## config.mk

```make
export PLATFORM = sky130hd
export DESIGN_NAME = lsu_data_port
export DESIGN_NICKNAME = d
export VERILOG_FILES = /design/src/rtl/lsu_data_port.sv
export SDC_FILE = /design/constraint.sdc
export NUM_CORES = 1
export LEC_CHECK = 0
export BUFFER_PORTS_ARGS = -buffer_cell sky130_fd_sc_hd__buf_2
export CELL_PAD_IN_SITES_DETAIL_PLACEMENT = 2
export CELL_PAD_IN_SITES_GLOBAL_PLACEMENT = 2
export CORE_ASPECT_RATIO = 0.9
export CORE_UTILIZATION = 33
export CTS_CLUSTER_SIZE = 20
export DETAILED_ROUTE_END_ITERATION = 8
export MAX_ROUTING_LAYER = met4
export PLACE_DENSITY = 0.87
export SLEW_MARGIN = 20
export SYNTH_ARGS = -nofsm -noshare
export SYNTH_HDL_FRONTEND = slang
export SYNTH_SLANG_ARGS = --single-unit
```

## constraint.sdc

```tcl
create_clock -name clk -period 3.7 [get_ports clk]
set_clock_uncertainty 0.15 [all_clocks]
set_input_delay 0.185 -clock clk [delete_from_list [all_inputs] [get_ports clk]]
set_output_delay 0.185 -clock clk [all_outputs]
set_load 0.005 [all_outputs]
```

## src/rtl/lsu_data_port.sv

```systemverilog
// Load/store data port: registers EX requests into M, drives the data bus from M,
// and registers aligned/extended load data into W for GRF writeback.
module lsu_data_port #(
  parameter int unsigned DM_BYTES = 16384,
  parameter logic [31:0] PC_RESET = 32'h0000_3000
) (
  input  logic        clk,
  input  logic        reset,
  input  logic        req_valid,
  output logic        req_ready,
  input  logic [2:0]  req_op,
  input  logic [31:0] req_addr,
  input  logic [31:0] req_wdata,
  input  logic [4:0]  req_rd,
  input  logic [31:0] req_pc,
  input  logic        stall,
  input  logic        flush,
  output logic [31:0] m_data_addr,
  input  logic [31:0] m_data_rdata,
  output logic [31:0] m_data_wdata,
  output logic [3:0]  m_data_byteen,
  output logic [31:0] m_inst_addr,
  output logic        w_grf_we,
  output logic [4:0]  w_grf_addr,
  output logic [31:0] w_grf_wdata,
  output logic [31:0] w_inst_addr,
  output logic        fault
);

  localparam logic [2:0] OP_LW  = 3'd0;
  localparam logic [2:0] OP_LH  = 3'd1;
  localparam logic [2:0] OP_LHU = 3'd2;
  localparam logic [2:0] OP_LB  = 3'd3;
  localparam logic [2:0] OP_LBU = 3'd4;
  localparam logic [2:0] OP_SW  = 3'd5;
  localparam logic [2:0] OP_SH  = 3'd6;
  localparam logic [2:0] OP_SB  = 3'd7;

  localparam logic [31:0] DM_LIMIT = 32'(DM_BYTES);

  // Handshake: a request is taken on a posedge where req_valid && req_ready;
  // req_ready is simply !stall, so the producer must hold its request while stalled.
  assign req_ready = !stall;

  logic        m_valid_q, m_valid_d;
  logic [2:0]  m_op_q;
  logic [31:0] m_addr_q;
  logic [31:0] m_wdata_q;
  logic [4:0]  m_rd_q;
  logic [31:0] m_pc_q;

  logic        w_we_q, w_we_d;
  logic [4:0]  w_addr_q;
  logic [31:0] w_wdata_q, w_wdata_d;
  logic [31:0] w_pc_q, w_pc_d;

  logic        m_is_load;
  logic        m_misaligned;
  logic        m_fault;
  logic [3:0]  byteen_raw;
  logic [31:0] wdata_rep;
  logic [7:0]  ld_byte;
  logic [15:0] ld_half;
  logic [31:0] ld_ext;

  assign m_valid_d = req_valid && !flush;

  always_ff @(posedge clk or negedge reset) begin
    if (!reset) begin
      m_valid_q <= 1'b0;
      m_op_q    <= OP_LW;
      m_addr_q  <= '0;
      m_wdata_q <= '0;
      m_rd_q    <= '0;
      m_pc_q    <= PC_RESET;
    end else if (!stall) begin
      m_valid_q <= m_valid_d;
      m_op_q    <= req_op;
      m_addr_q  <= req_addr;
      m_wdata_q <= req_wdata;
      m_rd_q    <= req_rd;
      m_pc_q    <= req_pc;
    end
  end

  assign m_is_load = (m_op_q <= OP_LBU);

  always_comb begin
    m_misaligned = 1'b0;
    case (m_op_q)
      OP_LW, OP_SW:         m_misaligned = (m_addr_q[1:0] != 2'b00);
      OP_LH, OP_LHU, OP_SH: m_misaligned = m_addr_q[0];
      default:              m_misaligned = 1'b0;
    endcase
  end

  assign m_fault = m_valid_q && (m_misaligned || (m_addr_q >= DM_LIMIT));
  assign fault   = m_fault;

  always_comb begin
    byteen_raw = 4'b0000;
    wdata_rep  = m_wdata_q;
    case (m_op_q)
      OP_SW: begin
        byteen_raw = 4'b1111;
        wdata_rep  = m_wdata_q;
      end
      OP_SH: begin
        byteen_raw = 4'b0011 << m_addr_q[1:0];
        wdata_rep  = {2{m_wdata_q[15:0]}};
      end
      OP_SB: begin
        byteen_raw = 4'b0001 << m_addr_q[1:0];
        wdata_rep  = {4{m_wdata_q[7:0]}};
      end
      default: begin
        byteen_raw = 4'b0000;
        wdata_rep  = m_wdata_q;
      end
    endcase
  end

  // Gating with stall keeps a held store from committing on every frozen edge.
  assign m_data_byteen = (m_valid_q && !stall && !m_fault) ? byteen_raw : 4'b0000;
  assign m_data_wdata  = wdata_rep;
  assign m_data_addr   = m_addr_q;
  assign m_inst_addr   = m_valid_q ? m_pc_q : PC_RESET;

  always_comb begin
    ld_byte = m_data_rdata[7:0];
    case (m_addr_q[1:0])
      2'd0:    ld_byte = m_data_rdata[7:0];
      2'd1:    ld_byte = m_data_rdata[15:8];
      2'd2:    ld_byte = m_data_rdata[23:16];
      default: ld_byte = m_data_rdata[31:24];
    endcase
    ld_half = m_addr_q[1] ? m_data_rdata[31:16] : m_data_rdata[15:0];
    ld_ext  = m_data_rdata;
    case (m_op_q)
      OP_LW:   ld_ext = m_data_rdata;
      OP_LH:   ld_ext = {{16{ld_half[15]}}, ld_half};
      OP_LHU:  ld_ext = {16'h0000, ld_half};
      OP_LB:   ld_ext = {{24{ld_byte[7]}}, ld_byte};
      OP_LBU:  ld_ext = {24'h000000, ld_byte};
      default: ld_ext = '0;
    endcase
  end

  // A flush drops the op sitting in M, so it must not reach writeback either.
  always_comb begin
    w_we_d    = m_valid_q && !flush && m_is_load && !m_fault && (m_rd_q != 5'd0);
    w_wdata_d = ld_ext;
    w_pc_d    = (m_valid_q && !flush) ? m_pc_q : PC_RESET;
  end

  always_ff @(posedge clk or negedge reset) begin
    if (!reset) begin
      w_we_q    <= 1'b0;
      w_addr_q  <= '0;
      w_wdata_q <= '0;
      w_pc_q    <= PC_RESET;
    end else if (!stall) begin
      w_we_q    <= w_we_d;
      w_addr_q  <= m_rd_q;
      w_wdata_q <= w_wdata_d;
      w_pc_q    <= w_pc_d;
    end
  end

  assign w_grf_we    = w_we_q;
  assign w_grf_addr  = w_addr_q;
  assign w_grf_wdata = w_wdata_q;
  assign w_inst_addr = w_pc_q;

endmodule

```

==> results.sh <==
export IMPL_cp_arrival_ns=3.32
export IMPL_grt_pass1_wl_um=50000
export IMPL_yosysSeqAreaShare_pct=55.8
export IMPL_postCtsSetupBuffers=0
export IMPL_cts_tree="built"
export IMPL_fmax_ghz=0.321
export IMPL_clk_latency_ns=0.43
export IMPL_highest_layer="met4"
export IMPL_required_ns=3.91
export IMPL_num_fill_cells=2294
export IMPL_met3_length_um=1990
export IMPL_worst_slew_pin_slew_ns=1.17
export IMPL_ys_types=49
export IMPL_cts_buffers=17
export IMPL_root_buffer="clkbuf_16"
export IMPL_clock_path_buffers=2
export IMPL_first_pass_iters=7
export IMPL_period_share_pct=84.1
export IMPL_crit_type="reg2reg"
export IMPL_hold_ws_ns=0.0176
export IMPL_cp_start_kind="flip-flop"
export IMPL_synthAdderAreaFrac_pct=0.127
export IMPL_routed_via_density=5.18
export IMPL_yosys_area_share_simple_pct=6.09
export IMPL_dp_hpwl_um=19300
export IMPL_synth_seq_cells=175
export IMPL_clk_pin_slew_worst_paths_ns=0.07
export IMPL_synth_compound_area_share_pct=12.4
export IMPL_synth_area_per_cell_um2=13.3
export IMPL_rsz0062_at_grt="no"
export IMPL_maxCapViolCount=0
export IMPL_wl_um=33400
export IMPL_io_buffers=312
export IMPL_dr_wl_met2_um=18100
export IMPL_grt_util_all_layers_pct=28.4
export IMPL_synth_xor_area_share_pct=0.223
export IMPL_setup_viol=0
export IMPL_synth_area_mux_share_pct=21.6
export IMPL_core_region_area_um2=23300
export IMPL_ant_nets=0
export IMPL_cts_sinks=175
export IMPL_via_count=6949
export IMPL_ir_drop_mv=0.224
export IMPL_die_x_um=165
export IMPL_drt_met1_wl_um=12500
export IMPL_wl_per_cell_um=24.9
export IMPL_maxSlewViolCount=0
export IMPL_slew_headroom_pct=21.9
export IMPL_num_io_pins=313
export IMPL_crit_fanout=21
export IMPL_synth_edff_count=0
export IMPL_cts_resized_gates=0
export IMPL_grt_overflow=0
export IMPL_layout_nets=1165
export IMPL_fin_crit_ns=3.11
export IMPL_synthArstFlopShare_pct=100
export IMPL_cts_hold_buf=143
export IMPL_final_common_cell="buf_2"
export IMPL_syn_nets=733
export IMPL_cts_htree_levels=4
export IMPL_rows=53
export IMPL_fin_util_pct=49.9
export IMPL_ys_warn_count=0
export IMPL_hold_path_class="in2reg"
export IMPL_ys_flop_type="dfrtp_1"
export IMPL_start_util_pct=33.6
export IMPL_synth_top_family_by_area="multiplexers"
export IMPL_hold_viol=0
export IMPL_die_area_um2=24400
export IMPL_gp_congestion=0.773
export IMPL_drt_initial_drc_count=342
export IMPL_layout_drive_gt1_share_pct=48.0
export IMPL_die_y_um=148
export IMPL_p_leak_nw=5.57
export IMPL_syn_cell_area_um2=7850
export IMPL_most_common_layout_cells="buf_2, dfrtp_1, dlygate4sd3_1"
export IMPL_antenna_found_initial=4
export IMPL_drcViolationCount=0
export IMPL_tns_ns=0
export IMPL_outcome="finished clean"
export IMPL_syn_to_final_growth_pct=48.4
export IMPL_netlist_instances=592
export IMPL_grt_pass1_vias=8138
export IMPL_ff2ff_setup_slack_ns=0.59
export IMPL_p_per_area_nw_per_um2=442
export IMPL_crit_path_end_kind="flip-flop"
export IMPL_grt_max_degree=109
## cell type report
class                           count  area [µm²]  share of cell area (%)
Tap cell                          302         378                    3.24
Multi-Input combinational cell    359        3180                    27.3
Clock inverter                     12         128                    1.10
Sequential cell                   175        4380                    37.6
Clock buffer                       19         443                    3.80
Antenna cell                        4        10.0                  0.0859
Timing Repair Buffer              465        3110                    26.7
Inverter                            6        22.5                   0.193
## Yosys cell counts, types with 2 or more instances
cell type,count,area (µm²)
inv_1,6,22.5
o21ai_0,27,135
a21oi_1,4,20.0
nand3_1,3,15.0
nor4_1,8,50.1
and2_1,31,194
buf_4,10,75.1
a32oi_1,2,17.5
o211ai_1,2,15.0
nor3_2,3,30.0
nand3b_1,2,15.0
buf_6,2,22.5
a21oi_2,2,17.5
mux4_2,7,158
a2bb2oi_1,2,17.5
dfrtp_1,171,4280
mux2i_1,12,120
o21bai_1,3,22.5
buf_2,19,95.1
a22o_1,31,272
nand2_1,19,71.3
clkbuf_1,18,67.6
nor2_1,7,26.3
buf_1,3,11.3
a22oi_1,28,210
dfstp_2,4,105
mux2_2,126,1420
a211oi_1,4,30.0
a221o_1,16,160
## where the power goes
group	switching [mW]	internal, mW
clock network	0.838	0.963
logic	0.496	0.554
registers	0.191	2.11
total	1.53	3.62
## sequential cells by signal, summed over array words and instances (netlist names)
register,cells
w_grf_addr,5
w_grf_we,1
w_grf_wdata,32
m_rd_q,5
m_valid_q,1
w_inst_addr,32
m_op_q,3
m_pc_q,32
m_wdata_q,32
m_data_addr,32
## logic make-up (layout without fill, tap and decap cells)
| family | count (synthesis) | count (layout) |
|---|---|---|
| simple gates | 83 | 83 |
| mux | 145 | 145 |
| other cells | 0 | 4 |
| xor+xnor | 2 | 2 |
| buf+inv | 58 | 502 |
| compound gates | 128 | 128 |
| flops | 175 | 175 |
| fa+ha+maj | 1 | 1 |
## worst max-delay path, cell delays in order (launching register included)
cell and delay, ns:
dfrtp_1 0.64, maj3_1 0.49, nor3_2 0.82, a22oi_1 0.19
o21ai_0 0.15, dlygate4sd3_1 0.60
## path summary, 6_finish.rpt
path	from	end	cells after the start
setup / recovery	m_op_q[1]	w_grf_wdata[5]	5
hold / removal	flush	m_valid_q	3
setup reg to reg	m_op_q[1]	w_grf_wdata[5]	5
hold reg to reg	w_grf_we	w_grf_we	2
max in group asynchronous	reset	w_grf_wdata[26]	3
min in group asynchronous	reset	w_inst_addr[5]	2
## stage by stage
| step | worst slack [ns] | total power [mW] | cells | instance area (µm²) |
|---|---|---|---|---|
| floorplan | 1.83 | 2.71 | 592 | 7850 |
| global placement | 1.18 | 3.13 | 1164 | 9640 |
| detailed placement | 1.11 | 3.19 | 1164 | 9640 |
| CTS | 0.656 | 5.13 | 1338 | 11600 |
| global route | 0.348 | 5.37 | 1342 | 11700 |
| finish | 0.587 | 5.15 | 1342 | 11700 |
## metal layers
layer	up-vias	track usage (%)
met5	-	-
met4	0	9.36
met3	53	6.80
met2	278	51.4
met1	3558	30.1
li1	3060	-
Note: power is estimated with default switching activity, not from simulation.
